==> config.mk <==
export PLATFORM = sky130hd
export DESIGN_NAME = reg_bus_master
export DESIGN_NICKNAME = d
export VERILOG_FILES = /design/src/rtl/reg_bus_pkg.sv /design/src/rtl/reg_cmd_fifo.sv /design/src/rtl/reg_bus_master.sv
export SDC_FILE = /design/constraint.sdc
export NUM_CORES = 1
export LEC_CHECK = 0
export CAP_MARGIN = 20
export CELL_PAD_IN_SITES_DETAIL_PLACEMENT = 2
export CELL_PAD_IN_SITES_GLOBAL_PLACEMENT = 2
export CORE_ASPECT_RATIO = 2
export CORE_MARGIN = 4
export CORE_UTILIZATION = 41
export CTS_BUF_LIST = sky130_fd_sc_hd__clkbuf_8
export DETAILED_ROUTE_END_ITERATION = 8
export MAX_ROUTING_LAYER = met4
export PLACE_DENSITY = 0.9
export SLEW_MARGIN = 20
export SYNTH_ARGS = -nofsm -noshare
export SYNTH_HDL_FRONTEND = slang
export SYNTH_SLANG_ARGS = --single-unit
==> constraint.sdc <==
create_clock -name clk -period 2.85 [get_ports clk]
set_input_delay 0.57 -clock clk [delete_from_list [all_inputs] [get_ports clk]]
set_output_delay 0.57 -clock clk [all_outputs]
set_load 0.02 [all_outputs]
==> src/rtl/reg_bus_pkg.sv <==
// Shared types and constants for the register bus master and its command FIFO.
package reg_bus_pkg;

  typedef enum logic [1:0] {
    IDLE,
    ISSUE,
    WAIT,
    RESP
  } state_e;

  localparam logic RD = 1'b1;
  localparam logic WR = 1'b0;

  // Widest supported register address; narrower buses zero-extend into it.
  localparam int unsigned ADDR_MAX_W = 16;

  typedef struct packed {
    logic                  rd_wr;
    logic [ADDR_MAX_W-1:0] addr;
    logic [31:0]           wdata;
  } reg_cmd_t;

  localparam int unsigned CMD_W = $bits(reg_cmd_t);

  // Writes never return data to the host.
  function automatic logic [31:0] rsp_data(input logic rd_wr, input logic [31:0] read_val);
    return (rd_wr == RD) ? read_val : 32'h0;
  endfunction

endpackage

==> src/rtl/reg_cmd_fifo.sv <==
// Synchronous command FIFO with first-word fall-through head and async active-low reset.
module reg_cmd_fifo #(
  parameter int unsigned CMD_DEPTH_P = 4,
  parameter int unsigned WIDTH_P     = 1
) (
  input  logic               clk,
  input  logic               reset_L,
  input  logic               push,
  input  logic [WIDTH_P-1:0] push_data,
  input  logic               pop,
  output logic [WIDTH_P-1:0] pop_data,
  output logic               full,
  output logic               empty
);

  localparam int unsigned PtrW = (CMD_DEPTH_P > 1) ? $clog2(CMD_DEPTH_P) : 1;
  localparam logic [PtrW:0] FullCnt = CMD_DEPTH_P[PtrW:0];

  logic [WIDTH_P-1:0] mem_q [CMD_DEPTH_P];
  logic [PtrW-1:0]    wptr_q, wptr_d;
  logic [PtrW-1:0]    rptr_q, rptr_d;
  logic [PtrW:0]      count_q, count_d;
  logic               do_push;
  logic               do_pop;

  assign full     = (count_q == FullCnt);
  assign empty    = (count_q == '0);
  assign do_push  = push && !full;
  assign do_pop   = pop && !empty;
  assign pop_data = mem_q[rptr_q];

  // Depth is a power of two, so pointer overflow is the modulo wrap.
  always_comb begin
    wptr_d  = wptr_q;
    rptr_d  = rptr_q;
    count_d = count_q;
    if (do_push) begin
      wptr_d = wptr_q + PtrW'(1);
    end
    if (do_pop) begin
      rptr_d = rptr_q + PtrW'(1);
    end
    unique case ({do_push, do_pop})
      2'b10:   count_d = count_q + (PtrW + 1)'(1);
      2'b01:   count_d = count_q - (PtrW + 1)'(1);
      default: count_d = count_q;
    endcase
  end

  always_ff @(posedge clk or negedge reset_L) begin
    if (!reset_L) begin
      wptr_q  <= '0;
      rptr_q  <= '0;
      count_q <= '0;
    end else begin
      wptr_q  <= wptr_d;
      rptr_q  <= rptr_d;
      count_q <= count_d;
    end
  end

  always_ff @(posedge clk) begin
    if (do_push) begin
      mem_q[wptr_q] <= push_data;
    end
  end

endmodule

==> src/rtl/reg_bus_master.sv <==
// Host-to-register-bus master: queues commands, runs one bus transaction at a time with an
// ack timeout. Optional REG_BUS_MASTER_RETRY_EN re-issues once after the first timeout.
module reg_bus_master #(
  parameter int unsigned ADDR_SIZE_P = 4,
  parameter int unsigned CMD_DEPTH_P = 4,
  parameter int unsigned TIMEOUT_P   = 16
) (
  input  logic                   clk,
  input  logic                   reset_L,
  input  logic                   cmd_valid,
  output logic                   cmd_ready,
  input  logic                   cmd_rd_wr,
  input  logic [ADDR_SIZE_P-1:0] cmd_addr,
  input  logic [31:0]            cmd_wdata,
  output logic                   rsp_valid,
  input  logic                   rsp_ready,
  output logic [31:0]            rsp_rdata,
  output logic                   rsp_err,
`ifdef REG_BUS_MASTER_RETRY_EN
  output logic                   rsp_retry,
`endif
  output logic                   req,
  output logic                   rd_wr,
  output logic [ADDR_SIZE_P-1:0] addr,
  output logic [31:0]            write_val,
  input  logic [31:0]            read_val,
  input  logic                   ack
);

  import reg_bus_pkg::*;

  localparam int unsigned CntW = (TIMEOUT_P > 2) ? $clog2(TIMEOUT_P) : 1;
  localparam logic [CntW-1:0] CntLast = CntW'(TIMEOUT_P - 1);

  state_e                 state_q, state_d;
  logic                   rd_wr_q, rd_wr_d;
  logic [ADDR_SIZE_P-1:0] addr_q, addr_d;
  logic [31:0]            wdata_q, wdata_d;
  logic [CntW-1:0]        cnt_q, cnt_d;
  logic [31:0]            rdata_q, rdata_d;
  logic                   err_q, err_d;
`ifdef REG_BUS_MASTER_RETRY_EN
  logic                   retried_q, retried_d;
`endif

  reg_cmd_t cmd_in;
  reg_cmd_t head;
  logic     fifo_full;
  logic     fifo_empty;
  logic     fifo_push;
  logic     fifo_pop;
  logic     unused_head_addr;

  assign cmd_in.rd_wr = cmd_rd_wr;
  assign cmd_in.addr  = ADDR_MAX_W'(cmd_addr);
  assign cmd_in.wdata = cmd_wdata;

  assign cmd_ready        = !fifo_full;
  assign fifo_push        = cmd_valid && cmd_ready;
  assign unused_head_addr = ^head.addr;

  reg_cmd_fifo #(
    .CMD_DEPTH_P (CMD_DEPTH_P),
    .WIDTH_P     (CMD_W)
  ) u_cmd_fifo (
    .clk       (clk),
    .reset_L   (reset_L),
    .push      (fifo_push),
    .push_data (cmd_in),
    .pop       (fifo_pop),
    .pop_data  (head),
    .full      (fifo_full),
    .empty     (fifo_empty)
  );

  always_comb begin
    state_d  = state_q;
    rd_wr_d  = rd_wr_q;
    addr_d   = addr_q;
    wdata_d  = wdata_q;
    cnt_d    = cnt_q;
    rdata_d  = rdata_q;
    err_d    = err_q;
    fifo_pop = 1'b0;
`ifdef REG_BUS_MASTER_RETRY_EN
    retried_d = retried_q;
`endif
    unique case (state_q)
      IDLE: begin
        if (!fifo_empty) begin
          fifo_pop = 1'b1;
          rd_wr_d  = head.rd_wr;
          addr_d   = head.addr[ADDR_SIZE_P-1:0];
          wdata_d  = head.wdata;
          state_d  = ISSUE;
`ifdef REG_BUS_MASTER_RETRY_EN
          retried_d = 1'b0;
`endif
        end
      end
      ISSUE: begin
        cnt_d   = '0;
        state_d = WAIT;
      end
      WAIT: begin
        // Ack is checked first so it wins over a timeout in the same cycle.
        if (ack) begin
          rdata_d = rsp_data(rd_wr_q, read_val);
          err_d   = 1'b0;
          state_d = RESP;
        end else begin
          cnt_d = cnt_q + CntW'(1);
          if (cnt_d == CntLast) begin
`ifdef REG_BUS_MASTER_RETRY_EN
            if (!retried_q) begin
              retried_d = 1'b1;
              state_d   = ISSUE;
            end else begin
              rdata_d = '0;
              err_d   = 1'b1;
              state_d = RESP;
            end
`else
            rdata_d = '0;
            err_d   = 1'b1;
            state_d = RESP;
`endif
          end
        end
      end
      RESP: begin
        if (rsp_ready) begin
          state_d = IDLE;
        end
      end
      default: state_d = IDLE;
    endcase
  end

  always_ff @(posedge clk or negedge reset_L) begin
    if (!reset_L) begin
      state_q <= IDLE;
      rd_wr_q <= WR;
      addr_q  <= '0;
      wdata_q <= '0;
      cnt_q   <= '0;
      rdata_q <= '0;
      err_q   <= 1'b0;
    end else begin
      state_q <= state_d;
      rd_wr_q <= rd_wr_d;
      addr_q  <= addr_d;
      wdata_q <= wdata_d;
      cnt_q   <= cnt_d;
      rdata_q <= rdata_d;
      err_q   <= err_d;
    end
  end

`ifdef REG_BUS_MASTER_RETRY_EN
  always_ff @(posedge clk or negedge reset_L) begin
    if (!reset_L) begin
      retried_q <= 1'b0;
    end else begin
      retried_q <= retried_d;
    end
  end

  assign rsp_retry = (state_q == RESP) && retried_q;
`endif

  assign req       = (state_q == ISSUE);
  assign rsp_valid = (state_q == RESP);
  assign rsp_rdata = rdata_q;
  assign rsp_err   = err_q;
  assign rd_wr     = rd_wr_q;
  assign addr      = addr_q;
  assign write_val = wdata_q;

endmodule

==> flow_summary_export.csv <==
group,metric,value,unit
worst_setup_path,max_stage_delay,0.66,ns
cts,post_cts_buffers,0,
worst_setup_path,crit_path_top_delay_cell,"clkdlybuf4s50_1",
final_layout,syn_to_final_growth,29.0,%
logic_synthesis,synth_edf_count,148,
placement,detailed_place_hpwl,16.0,mm
logic_synthesis,syn_avg_cell_area,20.1,sq um
die,rows,75,
power,leakage,4.24,nW
cts,numCtsBuffers,35,
placement,place_ws,0.276,ns
sta,setup_violations,0,
logic_synthesis,synth-main-ff-cell,"edfxtp_1",
logic_synthesis,syn_nets,523,
logic_synthesis,synthTopCellsByArea,"edfxtp_1 (51%), dfrtp_1 (24%), mux4_2 (9.5%)",
job,cap_violations,0,
grt,overflow,0,
die,core,21000,sq um
routing,drtIter0Drc,258,
worst_setup_path,arrival,2.00,ns
die,ios,147,
sta,relSlewSlack,57.7,%
sta,fin_worst_skew,0.0225,ns
worst_setup_path,critical_path.top_delay_family,"buffers and inverters",
worst_setup_path,critical_path_required,2.28,ns
routing,vias,4793,
sta,worst-slew-pin-transition,0.634,ns
cts,cts.sinks,231,
routing,firstDrtPassIters,4,
worst_setup_path,path_cells,"inv_1 -> ha_1 -> clkdlybuf4s50_1",
routing,drc,0,
logic_synthesis,seq_area_frac_synth,74.2,%
sta,hold_violations,0,
cts,tritoncts,"yes",
worst_setup_path,critPathMaxFanout,5,
sta,slew_viol_final,0,
logic_synthesis,synth_top_cell_by_area,"edfxtp_1",
final_layout,final_area,11300,sq um
grt,grt_start_max_net_pins,40,
cts,clk_latency,0.51,ns
logic_synthesis,synthTopCellsByCount,"edfxtp_1 (148), dfrtp_1 (83), mux2_2 (38)",
placement,gp_congestion,0.819,
sta,fmax,389,MHz
grt,antenna_found_initial,1,
sta,setup_ws,0.282,ns
logic_synthesis,ys_seq_elements,231,
die,die_width,112,um
final_layout,utilization,53.9,%
sta,rsz0062_at_grt,"false",
cts,cts-htree-levels,2,
routing,drt_wl_total,23.1,mm
logic_synthesis,synth_cells,436,
logic_synthesis,synth.most_common_cell,"edfxtp_1",
grt,grt_use_total,20.4,%
logic_synthesis,synth.distinct_cells,40,
worst_setup_path,critPathKind,"reg -> out",
logic_synthesis,synth_top_cell_area_share,50.6,%
logic_synthesis,ys_warn_count,0,
final_layout,drive_gt1_share,22.8,%
die,fp.dieArea,24000,sq um
routing,ant_nets,0,
worst_setup_path,cp-end-kind,"primary output",
cts,root_buffer,"clkbuf_8",
cts,cts_resized,0,
routing,viasPerCell,5.28,
worst_setup_path,worst-path-buf-inv,2,
worst_setup_path,cp-start-kind,"flip-flop",
grt,grt_pass1_vias,5725,
grt,grt_pass1_wl,35.8,mm
logic_synthesis,syn_area,8780,sq um
die,start_util,41.8,%
logic_synthesis,async_reset_ff_share,35.9,%
cts,hold_buffers,0,
sta,finalCritPeriodShare,90.1,%
routing,wire_per_inst,25.5,um
cts,clk_path_buf_depth,3,
die,die_y,215,um
hold_path,min_path_type,"in -> async",
cts,clkTransAtPathRegs,0.07,ns
sta,final.setup.tns,0,ns
power,p_per_area,1130,nW/um^2
final_layout,nets,699,
power,worst_ir_drop_vdd,0.619,mV
sta,finalCriticalPeriod,2.57,ns
status,outcome,"finished, final reports clean",
placement,io_buffers,146,
placement,placed_area,10600,sq um
kinds of logic after synthesis:
logic type / synth area share (%)
muxes: 14.6
xor gates and xnor gates: 0.997
AOI/OAI and AO/OA: 4.61
and+or+nand+nor: 1.72
DFF: 74.2
adders and majority gates: 1.94
buffers and inverters: 1.89
layout make-up:
type / count / area [sq um]
Multi-Input combinational cell: 172 / 2100
Inverter: 13 / 48.8
Clock inverter: 22 / 139
Sequential cell: 231 / 6520
Fill cell: 1822 / 9680
Clock buffer: 40 / 551
Timing Repair Buffer: 159 / 1630
Tap cell: 269 / 337
Antenna cell: 1 / 2.50
sequential cells by signal (all words and copies together), names as in the netlist:
signal	cells
state_q	2
u_cmd_fifo.mem_q	148
addr	4
cnt_q	4
rsp_err	1
write_val	32
u_cmd_fifo.rptr_q	2
u_cmd_fifo.count_q	3
rd_wr	1
rsp_rdata	32
u_cmd_fifo.wptr_q	2
cell usage in the layout, fill, tap and decap left out, types with 2 or more instances in the layout:
| cell | Yosys | routed |
|---|---|---|
| o21ai_0 | 3 | 3 |
| nand2_1 | 5 | 5 |
| nand3_1 | 4 | 4 |
| clkinv_1 | 0 | 3 |
| buf_12 | 0 | 6 |
| a22o_1 | 33 | 33 |
| clkinv_2 | 0 | 3 |
| clkdlybuf4s50_1 | 0 | 145 |
| inv_1 | 12 | 25 |
| dfrtp_1 | 83 | 81 |
| nor2_1 | 2 | 2 |
| nand3b_1 | 2 | 2 |
| dfrtp_2 | 0 | 2 |
| mux2_2 | 38 | 38 |
| bufinv_16 | 0 | 2 |
| xnor2_1 | 5 | 5 |
| clkbuf_8 | 0 | 40 |
| ha_1 | 12 | 12 |
| buf_4 | 2 | 8 |
| mux4_2 | 37 | 37 |
| and3_2 | 0 | 5 |
| nand2b_1 | 3 | 3 |
| edfxtp_1 | 148 | 148 |
| xor2_1 | 5 | 5 |
| inv_2 | 1 | 2 |
metal layers:
layer,GRT usage [%],routed length [um]
met1,20.5,7720
met2,38.9,13800
met3,2.87,805
met4,8.16,862
met5,-,0
power breakdown:
| part | internal (W) | total [W] | switching [W] |
|---|---|---|---|
| Sequential | 0.00466 | 0.00526 | 0.000604 |
| Combinational | 0.00243 | 0.00485 | 0.00242 |
| Clock | 0.00146 | 0.00268 | 0.00122 |
worst paths after layout:
check / slack (ns) / depth (start not counted) / end / start
worst max-delay path: 0.28 / 3 / req / state_q[1]
worst max register to register: 0.52 / 7 / rsp_rdata[13] / state_q[0]
max in group asynchronous: 2.11 / 2 / write_val[17] / reset_L
worst min register to register: 0.51 / 1 / rsp_rdata[31] / rsp_rdata[31]
worst min-delay path: 0.06 / 1 / write_val[27] / reset_L
min in group clk: 0.51 / 1 / rsp_rdata[31] / rsp_rdata[31]
metrics by stage:
stage	cells	hold slack (ns)	total power [W]
floorplan	436	0.274	0.00797
global placement	844	0.480	0.00983
detailed placement	844	0.485	0.0102
CTS	906	0.0567	0.0130
global route	907	0.0561	0.0135
finish	907	0.0607	0.0128
No activity file was read; power rests on OpenSTA's default activity.
